$ cat src/rtl/div_ctrl_pkg.sv
// rtl/div_ctrl_pkg.sv - shared encodings and constants for the iterative divider
package div_ctrl_pkg;

    typedef enum logic [1:0] {
        DivFree   = 2'b00,
        DivByZero = 2'b01,
        DivOn     = 2'b10,
        DivEnd    = 2'b11
    } div_state_t;

    localparam logic DivResultReady    = 1'b1;
    localparam logic DivResultNotReady = 1'b0;
    localparam logic DivStart          = 1'b1;
    localparam logic DivStop           = 1'b0;

    localparam int DivIterations = 32;

    localparam logic [7:0] ALU_OP_DIV  = 8'b0001_1010;
    localparam logic [7:0] ALU_OP_DIVU = 8'b0001_1011;

endpackage

$ cat src/rtl/div_ctrl_if.sv
// rtl/div_ctrl_if.sv - EX-to-divider request/result bundle
interface div_ctrl_if #(
    parameter int DATA_W = 32
);
    logic                  start_i;
    logic                  annul_i;
    logic                  signed_div_i;
    logic [DATA_W-1:0]     opdata1_i;
    logic [DATA_W-1:0]     opdata2_i;
    logic [2*DATA_W-1:0]   result_o;
    logic                  ready_o;
    logic                  busy_o;

    modport master (
        output start_i, annul_i, signed_div_i, opdata1_i, opdata2_i,
        input  result_o, ready_o, busy_o
    );

    modport slave (
        input  start_i, annul_i, signed_div_i, opdata1_i, opdata2_i,
        output result_o, ready_o, busy_o
    );
endinterface

$ cat src/rtl/div_step.sv
// rtl/div_step.sv - one restoring-division iteration: shift, trial subtract, select
module div_step #(
    parameter int DATA_W = 32
) (
    input  logic [DATA_W:0]   rem,
    input  logic              dividend_msb,
    input  logic [DATA_W-1:0] divisor,
    output logic [DATA_W:0]   rem_next,
    output logic              q_bit
);
    logic [DATA_W+1:0] shifted;
    logic [DATA_W+1:0] diff;

    // One extra guard bit so the borrow of the trial subtract is visible.
    assign shifted  = {rem, dividend_msb};
    assign diff     = shifted - {2'b00, divisor};
    assign q_bit    = ~diff[DATA_W+1];
    assign rem_next = q_bit ? diff[DATA_W:0] : shifted[DATA_W:0];
endmodule

$ cat src/rtl/div_ctrl.sv
// rtl/div_ctrl.sv - multi-cycle DIV/DIVU sequencer returning {remainder, quotient}
module div_ctrl
    import div_ctrl_pkg::*;
#(
    parameter int DATA_W = 32,
    parameter int CNT_W  = 6
) (
    input  logic        clk,
    input  logic        rst,
    div_ctrl_if.slave   bus
);
    div_state_t state, state_next;

    logic [CNT_W-1:0]  cnt;
    logic [DATA_W:0]   rem_q;
    logic [DATA_W-1:0] dvd_q;
    logic [DATA_W-1:0] dvs_q;
    logic              neg_quot_q;
    logic              neg_rem_q;

    logic [2*DATA_W-1:0] result_q;
    logic                ready_q;
    logic                busy_q;

    logic load, step, finish, zero_done, clear;

    logic [DATA_W:0]   rem_next;
    logic              q_bit;
    logic [DATA_W-1:0] quot_next;
    logic [DATA_W-1:0] quot_fix;
    logic [DATA_W-1:0] rem_fix;
    logic [DATA_W-1:0] dvd_abs;
    logic [DATA_W-1:0] dvs_abs;
    logic              dvs_zero;

    assign dvs_zero = (bus.opdata2_i == '0);
    assign dvd_abs  = (bus.signed_div_i && bus.opdata1_i[DATA_W-1]) ? -bus.opdata1_i : bus.opdata1_i;
    assign dvs_abs  = (bus.signed_div_i && bus.opdata2_i[DATA_W-1]) ? -bus.opdata2_i : bus.opdata2_i;

    div_step #(.DATA_W(DATA_W)) u_step (
        .rem          (rem_q),
        .dividend_msb (dvd_q[DATA_W-1]),
        .divisor      (dvs_q),
        .rem_next     (rem_next),
        .q_bit        (q_bit)
    );

    // The dividend register fills with quotient bits as it shifts out.
    assign quot_next = {dvd_q[DATA_W-2:0], q_bit};
    assign quot_fix  = neg_quot_q ? -quot_next : quot_next;
    assign rem_fix   = neg_rem_q ? -rem_next[DATA_W-1:0] : rem_next[DATA_W-1:0];

    always_comb begin
        state_next = state;
        load       = 1'b0;
        step       = 1'b0;
        finish     = 1'b0;
        zero_done  = 1'b0;
        clear      = 1'b0;
        case (state)
            DivFree: begin
                if (bus.start_i == DivStart && !bus.annul_i) begin
                    if (dvs_zero) begin
                        state_next = DivByZero;
                    end else begin
                        state_next = DivOn;
                        load       = 1'b1;
                    end
                end
            end
            DivByZero: begin
                if (bus.annul_i) begin
                    state_next = DivFree;
                end else begin
                    state_next = DivEnd;
                    zero_done  = 1'b1;
                end
            end
            DivOn: begin
                if (bus.annul_i) begin
                    state_next = DivFree;
                end else begin
                    step = 1'b1;
                    if (cnt == CNT_W'(DivIterations - 1)) begin
                        state_next = DivEnd;
                        finish     = 1'b1;
                    end
                end
            end
            DivEnd: begin
                if (bus.start_i == DivStop || bus.annul_i) begin
                    state_next = DivFree;
                    clear      = 1'b1;
                end
            end
            default: state_next = DivFree;
        endcase
    end

    always_ff @(posedge clk or posedge rst) begin
        if (rst) begin
            state <= DivFree;
        end else begin
            state <= state_next;
        end
    end

    always_ff @(posedge clk or posedge rst) begin
        if (rst) begin
            cnt        <= '0;
            rem_q      <= '0;
            dvd_q      <= '0;
            dvs_q      <= '0;
            neg_quot_q <= 1'b0;
            neg_rem_q  <= 1'b0;
            result_q   <= '0;
            ready_q    <= DivResultNotReady;
            busy_q     <= 1'b0;
        end else begin
            busy_q <= (state_next != DivFree);
            if (load) begin
                cnt        <= '0;
                rem_q      <= '0;
                dvd_q      <= dvd_abs;
                dvs_q      <= dvs_abs;
                neg_quot_q <= bus.signed_div_i && (bus.opdata1_i[DATA_W-1] ^ bus.opdata2_i[DATA_W-1]);
                neg_rem_q  <= bus.signed_div_i && bus.opdata1_i[DATA_W-1];
            end
            if (step) begin
                rem_q <= rem_next;
                dvd_q <= quot_next;
                cnt   <= cnt + 1'b1;
            end
            if (finish) begin
                result_q <= {rem_fix, quot_fix};
                ready_q  <= DivResultReady;
            end
            if (zero_done) begin
                result_q <= '0;
                ready_q  <= DivResultReady;
            end
            if (clear) begin
                result_q <= '0;
                ready_q  <= DivResultNotReady;
            end
        end
    end

    assign bus.result_o = result_q;
    assign bus.ready_o  = ready_q;
    assign bus.busy_o   = busy_q;
endmodule

$ cat src/flat_wrapper.sv
// flat-port wrapper written by rule: the top's interface ports become plain ports
module div_ctrl_flat import div_ctrl_pkg::*;
#(
    parameter int DATA_W = 32,
    parameter int CNT_W  = 6
)
  (clk, rst, bus_start_i, bus_annul_i, bus_signed_div_i, bus_opdata1_i, bus_opdata2_i, bus_result_o, bus_ready_o, bus_busy_o);
  div_ctrl_if #(.DATA_W(DATA_W)) bus_i ();
  input  logic clk;
  input  logic rst;
  input wire logic [$bits(bus_i.start_i)-1:0] bus_start_i;
  input wire logic [$bits(bus_i.annul_i)-1:0] bus_annul_i;
  input wire logic [$bits(bus_i.signed_div_i)-1:0] bus_signed_div_i;
  input wire logic [$bits(bus_i.opdata1_i)-1:0] bus_opdata1_i;
  input wire logic [$bits(bus_i.opdata2_i)-1:0] bus_opdata2_i;
  output wire logic [$bits(bus_i.result_o)-1:0] bus_result_o;
  output wire logic [$bits(bus_i.ready_o)-1:0] bus_ready_o;
  output wire logic [$bits(bus_i.busy_o)-1:0] bus_busy_o;
  assign bus_i.start_i = bus_start_i;
  assign bus_i.annul_i = bus_annul_i;
  assign bus_i.signed_div_i = bus_signed_div_i;
  assign bus_i.opdata1_i = bus_opdata1_i;
  assign bus_i.opdata2_i = bus_opdata2_i;
  assign bus_result_o = bus_i.result_o;
  assign bus_ready_o = bus_i.ready_o;
  assign bus_busy_o = bus_i.busy_o;
  div_ctrl #(.DATA_W(DATA_W), .CNT_W(CNT_W)) u_core (.clk(clk), .rst(rst), .bus(bus_i));
endmodule
$ cat config.mk
export PLATFORM = sky130hd
export DESIGN_NAME = div_ctrl_flat
export DESIGN_NICKNAME = d
export VERILOG_FILES = /design/src/rtl/div_ctrl_pkg.sv /design/src/rtl/div_ctrl_if.sv /design/src/rtl/div_step.sv /design/src/rtl/div_ctrl.sv /design/src/flat_wrapper.sv
export SDC_FILE = /design/constraint.sdc
export NUM_CORES = 1
export LEC_CHECK = 0
export BUFFER_PORTS_ARGS = -buffer_cell sky130_fd_sc_hd__clkbuf_2
export CAP_MARGIN = 20
export CORE_ASPECT_RATIO = 1.4
export CORE_UTILIZATION = 54
export DETAILED_ROUTE_END_ITERATION = 8
export MAX_ROUTING_LAYER = met4
export PLACE_DENSITY = 0.88
export SYNTH_ARGS = -nofsm -noshare
export SYNTH_HDL_FRONTEND = slang
export SYNTH_HIERARCHICAL = 1
export SYNTH_SLANG_ARGS = --single-unit
export TNS_END_PERCENT = 30
$ cat constraint.sdc
create_clock -name clk -period 4.96 [get_ports clk]
set_input_delay 0.248 -clock clk [delete_from_list [all_inputs] [get_ports clk]]
set_output_delay 0.248 -clock clk [all_outputs]
set_load 0.05 [all_outputs]
== Word level (Yosys, flattened, before mapping) ==
Index checks and enable logic that the tools add are counted.

* Add/subtract/negate cells: 6
* Equality and inequality tests: 4
* Muxes and demuxes: 35
* Bitwise logic cells: 3
* Reductions and logical operators: 11

{| class="wikitable"
|+ Operator list
! kind !! count
|-
| $mux W32 || 6
|-
| $mux W64 || 3
|-
| $neg A32 Y32 || 4
|-
| $mux W33 || 3
|-
| $sub A34 B32 Y34 || 1
|-
| $logic_not A32 Y1 || 1
|-
| $mux W1 || 14
|-
| $mux W2 || 6
|-
| $mux W6 || 2
|-
| $pmux W2 S4 || 1
|-
| $add A6 B1 Y6 const B || 1
|-
| $eq A6 B5 Y1 const B || 1
|-
| $eq A2 B2 Y1 const B || 2
|-
| $logic_and A1 B1 Y1 || 4
|-
| $reduce_bool A2 Y1 || 2
|-
| $reduce_bool A3 Y1 || 1
|-
| $eq A2 B1 Y1 const B || 1
|-
| $logic_not A2 Y1 || 1
|-
| $not A1 Y1 || 2
|-
| $logic_not A1 Y1 || 1
|-
| $logic_or A1 B1 Y1 || 1
|-
| $xor A1 B1 Y1 || 1
|}

* Bits in registers: 173
* Output and inout port bits: 66

== Longest topological paths before layout ==
Gate-level depths: netlist of the first run.

* Word-level depth: 7
* Depth in mapped cells: 21
* Depth with buffers taken out: 18

== By module ==
Netlist of the first run, hierarchy kept.

{| class="wikitable"
|+ By module, submodules not included
! module !! instances !! cells each !! area each (um^2) !! sequential area each (um^2)
|-
| div_ctrl || 1 || 992 || 9,217.6 || 4,329.2
|-
| div_step || 1 || 306 || 2,213.4 || 0.0
|}

== Worst setup path after synthesis of the first run ==
OpenSTA, ideal clock, no wires.

* Kind: reg-to-reg
* Start: register u_core.rem_q[5]
* End: register u_core.result_q[59], in the netlist u_core/bus.result_o[59]
* Arrival: 4.845 ns
* Slack: -0.018 ns
* Stages on the path, launching flop included: 19
* Period minus slack after synthesis: 4.978 ns
* Cells stage by stage: dfrtp_1 > ha_1 > clkbuf_1 > nand2_1 > or3b_1 > a211oi_2 > o31ai_1 > and3_4 > o31ai_4 > xor2_1 > buf_4 > mux2_1 > or4_1 > or2_1 > or4b_1 > clkbuf_1 > o41ai_2 > xor2_1 > o21ai_0

* Word-level cells in the longest chain between the ends: 7

{| class="wikitable"
|+ RTL lines
! item !! line !! RTL
|-
| from (decl) || div_ctrl.sv:15 || <nowiki>logic [DATA_W:0] rem_q;</nowiki>
|-
| from (signal assigned) || div_ctrl.sv:130 || <nowiki>rem_q <= rem_next;</nowiki>
|-
| $sub A34 B32 Y34 || div_step.sv:16 || <nowiki>assign diff = shifted - {2'b00, divisor};</nowiki>
|-
| $mux W33 (*) || div_step.sv:18 || <nowiki>assign rem_next = q_bit ? diff[DATA_W:0] : shifted[DATA_W:0];</nowiki>
|-
| named net u_core.rem_next[6] || div_ctrl.sv:27 || <nowiki>logic [DATA_W:0] rem_next;</nowiki>
|-
| $neg A32 Y32 (*) || div_ctrl.sv:51 || <nowiki>assign rem_fix = neg_rem_q ? -rem_next[DATA_W-1:0] : rem_next[DATA_W-1:0];</nowiki>
|-
| $mux W32 (*) || div_ctrl.sv:51 ||
|-
| $mux W64 (*) || div_ctrl.sv:134 || <nowiki>if (finish) begin</nowiki>
|-
| $mux W64 (*) || div_ctrl.sv:138 || <nowiki>if (zero_done) begin</nowiki>
|-
| $mux W64 (*) || div_ctrl.sv:142 || <nowiki>if (clear) begin</nowiki>
|-
| to (signal assigned) || div_ctrl.sv:135 || <nowiki>result_q <= {rem_fix, quot_fix};</nowiki>
|-
| to (decl) || div_ctrl.sv:21 || <nowiki>logic [2*DATA_W-1:0] result_q;</nowiki>
|}

Mark *: on every way through the listed nets, which the timed path passes. The rest lies on a longest branch. The select of a mux whose other input is x is not followed.
A chain may end at the register's enable or synchronous reset.

== Final worst setup path of the first run ==
* Start: register u_core.rem_q[10]
* End: register u_core.result_q[55], in the netlist u_core/bus.result_o[55]

* Word-level cells in the longest chain between the ends: 7

{| class="wikitable"
|+ RTL lines
! item !! line
|-
| $sub A34 B32 Y34 || div_step.sv:16
|-
| $mux W33 || div_step.sv:18
|-
| named net u_core.rem_next[3] || div_ctrl.sv:27
|-
| $neg A32 Y32 || div_ctrl.sv:51
|-
| $mux W32 || div_ctrl.sv:51
|-
| $mux W64 || div_ctrl.sv:134
|-
| $mux W64 || div_ctrl.sv:138
|-
| $mux W64 || div_ctrl.sv:142
|}

The timed path passes the listed nets, and every way through them passes these cells. The select of a mux whose other input is x is not followed.

==> flow_metrics.env, run 1 <==
export IMPL_routed_top_layer="met4"
export IMPL_min_path_type="input port to flip-flop"
export IMPL_mostFrequentLayoutCells="nand2_1, dfrtp_1, o21ai_0, clkbuf_2, buf_4"
export IMPL_fin_nets=1589
export IMPL_layout_drive_gt1_share_pct=22.0
export IMPL_r2r_start="u_core/rem_q[10]$_DFFE_PP0P_"
export IMPL_path_max_fanout=8
export IMPL_grt_pass1_wl_um=53800
export IMPL_grt_pass1_vias=10701
export IMPL_first_pass_iters=9
export IMPL_max_freq_mhz=206
export IMPL_hpwlAfterDp_um=24600
export IMPL_path_class="flip-flop to flip-flop"
export IMPL_wl_met2_um=17600
export IMPL_htree_levels=4
export IMPL_tightest_slew_ns=1.27
export IMPL_start_util_pct=55.4
export IMPL_slowest_stage="or4b_4"
export IMPL_grt_overflow=0
export IMPL_die_area_sq_mm=0.0218
export IMPL_wl_met3_um=1760
export IMPL_fp_dieH_um=174
export IMPL_port_buffers=134
export IMPL_crit_buf_inv=1
export IMPL_endpoint_kind="flip-flop"
export IMPL_status="finished with violations"
export IMPL_synth_seq_area_share_pct=37.9
export IMPL_r2r_end="u_core/bus.result_o[55]$_DFFE_PP0P_"
export IMPL_grtUsageTotal_pct=32.2
export IMPL_critPathCapture="u_core/bus.result_o[55]$_DFFE_PP0P_"
export IMPL_fin_util_pct=66.6
export IMPL_ios=135
export IMPL_maxCapViolCount=0
export IMPL_rows=62
export IMPL_clock_sinks=173
export IMPL_vdd_drop_max_v=0.000312
export IMPL_r2r_slack_ns=0.10
export IMPL_violations="DRC"
export IMPL_synth_area_sq_mm=0.0114
export IMPL_core_area_sq_mm=0.0206
export IMPL_crit_start="u_core/rem_q[10]$_DFFE_PP0P_"
export IMPL_slew_headroom_pct=15.0
export IMPL_rsz0062_at_grt="yes"
export IMPL_syn_instance_count=1298
export IMPL_vias_per_cell=6.17
export IMPL_startpoint_type="flip-flop"
export IMPL_detail_route_antenna_nets=0
export IMPL_ff_latch_area_sq_mm=0.00433
export IMPL_power_density_mw_per_mm2=592
export IMPL_min_period_ns=4.86
export IMPL_multi_input_area_sq_mm=0.00680
export IMPL_path_depth=16
export IMPL_synth_seq_cells=173
export IMPL_synth_cell_types=73
export IMPL_insertion_delay_ns=0.44
export IMPL_fillerInstances=1632
export IMPL_slew_viol_final=0
export IMPL_antenna_found_initial=0
export IMPL_ff2ff_path_depth=16
export IMPL_place_congestion=0.957
export IMPL_final_common_cell="nand2_1"
export IMPL_cts_buffer_depth=2
export IMPL_synthArstFlopShare_pct=100
export IMPL_cts_inserted_buffers=17
export IMPL_drc=11
export IMPL_die_x_um=125
export IMPL_cts_root_buffer="clkbuf_16"
export IMPL_synth_edff_count=0
export IMPL_area_delta_synth_final_pct=20.2
export IMPL_crit_arrival_ns=5.15
export IMPL_wl_met1_um=12400
export IMPL_grt_max_degree=75
export IMPL_path_clk_slew_ns=0.07
export IMPL_cpMostUsedCell="o31ai_1"
export IMPL_path_cells="ha_4 -> nand4_1 -> or3b_1 -> a211oi_2 -> o31ai_1 -> and3_4 -> o31ai_4 -> xor2_4 -> buf_6 -> mux2_2 -> or4_4 -> or2_4 -> or4b_4 -> o31ai_1 -> xor2_1 -> o21ai_0"
export IMPL_drt_iter0_drc=836
export IMPL_num_antenna_cells=0
export IMPL_wl_um=33700
export IMPL_synth_warnings=6
export IMPL_critical_path_top_delay_family="simple AND/OR/NAND/NOR gates"
export IMPL_finalPower_w=0.00814
export IMPL_finalSetupViolCount=0
export IMPL_cp_required_ns=5.26
export IMPL_finClkSkew_ns=0.0127
export IMPL_synth_fp_nets=1405
export IMPL_leakage_nw=6.38
export IMPL_wl_per_cell_um=19.2
export IMPL_vias=10800
export IMPL_slowest_delay_ns=0.59
export IMPL_cts_tree="done"
export IMPL_syn_avg_cell_area_sq_um=8.81
export IMPL_fin_crit_sh_pct=97.9
export IMPL_hold_viol=0
export IMPL_synthFlopType="dfrtp_1"
[registers in the layout, indices dropped and copies added (netlist names)]
name,flops
u_core/bus.ready_o,1
u_core/state,2
u_core/neg_quot_q,1
u_core/dvs_q,32
u_core/dvd_q,32
u_core/neg_rem_q,1
u_core/cnt,6
u_core/bus.result_o,64
u_core/rem_q,33
u_core/bus.busy_o,1
[where the power goes]
| group | total [W] | internal (W) | switching (W) | leakage, nW |
|---|---|---|---|---|
| registers | 0.00192 | 0.00164 | 0.000284 | 2.29 |
| clock network | 0.00137 | 0.000719 | 0.000651 | 0.283 |
| logic | 0.00485 | 0.00224 | 0.00261 | 3.81 |
[area by class of cell]
class                      count  share of cell area [%]
multi-input combinational    996                    49.5
sequential                   173                    31.5
clock inverter                15                    1.27
inverter                      58                    1.62
timing repair buffer         236                    10.7
tap                          256                    2.33
clock buffer                  17                    3.10
[per-layer routing]
layer / GRT usage, % / vias to the layer above
met5: - / -
met2: 57.0 / 446
li1: - / 5029
met3: 5.11 / 130
met1: 34.0 / 5195
met4: 18.3 / 0
[worst reg2reg max path, stage by stage, from the launching register on]
cell	delay, ns
dfrtp_1	0.43
ha_4	0.28
nand4_1	0.15
or3b_1	0.39
a211oi_2	0.19
o31ai_1	0.09
and3_4	0.19
o31ai_4	0.33
xor2_4	0.30
buf_6	0.15
mux2_2	0.34
or4_4	0.44
or2_4	0.28
or4b_4	0.59
o31ai_1	0.32
xor2_1	0.17
o21ai_0	0.08
[cell families after synthesis]
logic type | Yosys count | share of synthesized area (%)
buffers and inverters | 129 | 4.70
xor gates and xnor gates | 148 | 11.3
muxes | 30 | 2.90
and+or+nand+nor | 390 | 16.6
AOI/OAI and AO/OA | 390 | 22.4
adders and majority gates | 38 | 4.23
DFF | 173 | 37.9
[stage by stage]
stage / hold WS [ns] / TNS (ns) / worst slack [ns] / instances / cell area, sq um
after floorplan: 0.375 / 0 / 0.0196 / 1298 / 11400
after global routing: 0.108 / -0.650 / -0.0723 / 1751 / 13700
after global placement: 0.389 / 0 / 0.0754 / 1713 / 12900
final: 0.107 / 0 / 0.105 / 1751 / 13700
after detailed placement: 0.399 / -0.0696 / -0.0513 / 1713 / 12900
after CTS: 0.0997 / -0.0176 / -0.0131 / 1746 / 13500
[repair_timing]
| action | CTS | global route |
|---|---|---|
| pin swaps | 0 | 14 |
| endpoints found under the hold margin | 72 | 0 |
| hold buffers | 1 | 0 |
| resized for setup | 2 | 37 |
| setup endpoints to repair | 8 | 21 |
| setup buffers | 0 | 4 |
[cell usage after synthesis (all sizes together), types with 25 or more instances]
cell,number,share of area [%]
xor2,92,7.0
o31ai,37,2.6
a21oi,46,2.0
xnor2,56,4.3
a22o,32,2.5
dfrtp,173,38
ha,37,4.0
a21o,25,1.6
mux2,25,2.5
nand3,34,1.5
clkbuf,49,1.6
o21ai,151,6.6
inv,58,1.9
or4,25,1.7
nor2,58,1.9
nand2,176,5.8
[worst min path at each step]
stage                      startpoint  slack [ns]  depth (start not counted)                     endpoint
after CTS                 bus_annul_i         0.1                          2    u_core/state[0]$_DFF_PP0_
final                     bus_annul_i        0.11                          2    u_core/state[0]$_DFF_PP0_
after global routing      bus_annul_i        0.11                          2    u_core/state[0]$_DFF_PP0_
after floorplan           bus_start_i        0.37                          2  u_core/bus.busy_o$_DFF_PP0_
after detailed placement          rst        0.40                          2  u_core/bus.busy_o$_DFF_PP0_
after global placement            rst        0.39                          2  u_core/bus.busy_o$_DFF_PP0_
No activity file was read; power rests on OpenSTA's default activity.
==> inputs of run 2 (changes only) <==
Settings changed: SETUP_SLACK_MARGIN from default to 0.15.
==> flow_metrics.env, run 2 (synthesis results as in run 1) <==
export IMPL_fillerInstances=1565
export IMPL_max_freq_mhz=203
export IMPL_htree_levels=4
export IMPL_mostFrequentLayoutCells="nand2_1, dfrtp_1, o21ai_0, clkbuf_2, buf_4"
export IMPL_path_clk_slew_ns=0.07
export IMPL_tightest_slew_ns=1.05
export IMPL_wl_met2_um=17500
export IMPL_cts_buffer_depth=2
export IMPL_crit_buf_inv=2
export IMPL_endpoint_kind="flip-flop"
export IMPL_cpMostUsedCell="o31ai_2"
export IMPL_cts_inserted_buffers=17
export IMPL_min_path_type="input port to asynchronous set/reset pin"
export IMPL_cts_tree="done"
export IMPL_vias=10931
export IMPL_finClkSkew_ns=0.0136
export IMPL_path_max_fanout=8
export IMPL_wl_per_cell_um=19.4
export IMPL_slowest_delay_ns=0.64
export IMPL_wl_met3_um=2250
export IMPL_grt_max_degree=174
export IMPL_port_buffers=134
export IMPL_largest_register_ffs=64
export IMPL_core_area_sq_mm=0.0206
export IMPL_hold_ws_ns=0.0602
export IMPL_vdd_drop_max_v=0.000364
export IMPL_layout_drive_gt1_share_pct=23.4
export IMPL_grt_pass1_wl_um=55400
export IMPL_insertion_delay_ns=0.45
export IMPL_cts_root_buffer="clkbuf_16"
export IMPL_finalPower_w=0.00846
export IMPL_place_congestion=0.995
export IMPL_placed_cells=1704
export IMPL_drt_iter0_drc=897
export IMPL_fin_crit_sh_pct=99.3
export IMPL_drc=10
export IMPL_fin_cells=1756
export IMPL_min_period_ns=4.92
export IMPL_die_area_sq_mm=0.0218
export IMPL_finalSetupViolCount=0
export IMPL_fp_dieH_um=174
export IMPL_num_antenna_cells=0
export IMPL_violations="DRC"
export IMPL_rsz0062_at_grt="yes"
export IMPL_startpoint_type="flip-flop"
export IMPL_area_delta_synth_final_pct=22.5
export IMPL_wl_um=34000
export IMPL_die_x_um=125
export IMPL_routed_top_layer="met4"
export IMPL_first_pass_iters=8
export IMPL_grt_overflow=0
export IMPL_vias_per_cell=6.22
export IMPL_hpwlAfterDp_um=24600
export IMPL_cp_required_ns=5.26
export IMPL_slew_viol_final=0
export IMPL_maxCapViolCount=0
export IMPL_rows=62
export IMPL_path_class="flip-flop to flip-flop"
export IMPL_slowest_stage="or4b_4"
export IMPL_detail_route_antenna_nets=0
export IMPL_fin_nets=1595
export IMPL_leakage_nw=6.46
export IMPL_status="finished with violations"
export IMPL_critical_path_top_delay_family="simple AND/OR/NAND/NOR gates"
export IMPL_power_density_mw_per_mm2=605
export IMPL_clock_sinks=173
export IMPL_path_cells="inv_2 -> ha_4 -> nand4_1 -> or3b_1 -> a211oi_2 -> o31ai_2 -> and3_4 -> o31ai_4 -> xor2_4 -> buf_6 -> mux2_4 -> or4_4 -> or2_4 -> or4b_4 -> o31ai_2 -> xor2_1 -> o21ai_0"
export IMPL_final_common_cell="nand2_1"
export IMPL_wl_met1_um=12100
export IMPL_grt_pass1_vias=11008
export IMPL_hold_viol=0
export IMPL_grtUsageTotal_pct=33.1
export IMPL_crit_arrival_ns=5.23
export IMPL_start_util_pct=55.4
export IMPL_ios=135
export IMPL_slew_headroom_pct=30.1
export IMPL_antenna_found_initial=0
-- run 2: timing repair --
item,in CTS,in global routing
resized for setup,35,31
endpoints found under the setup margin,21,27
pin swaps,23,15
hold buffers,0,0
setup buffers,11,9
-- run 2: per-layer routing --
metal	GRT usage (%)	up-vias
met1	34.4	5266
met4	20.5	0
met3	6.34	157
met5	-	-
met2	57.7	476
li1	-	5032
-- run 2: final timing paths --
| kind | from | cells past startpoint | slack (ns) | endpoint |
|---|---|---|---|---|
| hold reg to reg | u_core/dvs_q[9]$_DFFE_PP0P_ | 2 | 0.48 | u_core/dvs_q[9]$_DFFE_PP0P_ |
| setup / recovery | u_core/dvs_q[12]$_DFFE_PP0P_ | 17 | 0.04 | u_core/bus.result_o[49]$_DFFE_PP0P_ |
| max in group asynchronous | rst | 3 | 4.21 | u_core/rem_q[23]$_DFFE_PP0P_ |
| setup reg to reg | u_core/dvs_q[12]$_DFFE_PP0P_ | 17 | 0.04 | u_core/bus.result_o[49]$_DFFE_PP0P_ |
| min in group clk | bus_opdata2_i[1] | 3 | 0.11 | u_core/dvs_q[1]$_DFFE_PP0P_ |
| hold / removal | rst | 3 | 0.06 | u_core/bus.result_o[61]$_DFFE_PP0P_ |
-- run 2: per-stage QoR --
step / area [sq um] / util, % / setup slack, ns / TNS (ns)
6_report: 14000 / 67.9 / 0.0357 / 0
5_1_grt: 14000 / 67.9 / -0.106 / -0.466
4_1_cts: 13800 / 66.7 / 0.0707 / 0
3_5_place_dp: 12900 / 62.6 / -0.237 / -2.15
3_3_place_gp: 12900 / 62.5 / -0.0399 / -0.0492
2_1_floorplan: 11500 / - / 0.142 / 0
-- run 2: worst reg2reg max path: stages, from the launching register on --
cell and delay [ns]:
dfrtp_1 0.39, inv_2 0.06, ha_4 0.26, nand4_1 0.17, or3b_1 0.40, a211oi_2 0.24, o31ai_2 0.11, and3_4 0.22
o31ai_4 0.25, xor2_4 0.35, buf_6 0.17, mux2_4 0.30, or4_4 0.43, or2_4 0.26, or4b_4 0.64, o31ai_2 0.26
xor2_1 0.17, o21ai_0 0.10
-- run 2: final cells by class --
class | count | area (sq um) | share of cell area, %
clock inverter | 10 | 134 | 0.956
sequential | 173 | 4330 | 30.9
tap | 256 | 320 | 2.29
timing repair buffer | 242 | 1570 | 11.2
clock buffer | 21 | 450 | 3.22
inverter | 58 | 221 | 1.58
multi-input combinational | 996 | 6980 | 49.9
-- run 2: where the power goes --
group / switching, W / internal [W]
Clock: 0.000592 / 0.000764
Combinational: 0.00282 / 0.00238
Sequential: 0.000270 / 0.00164
Total: 0.00368 / 0.00478
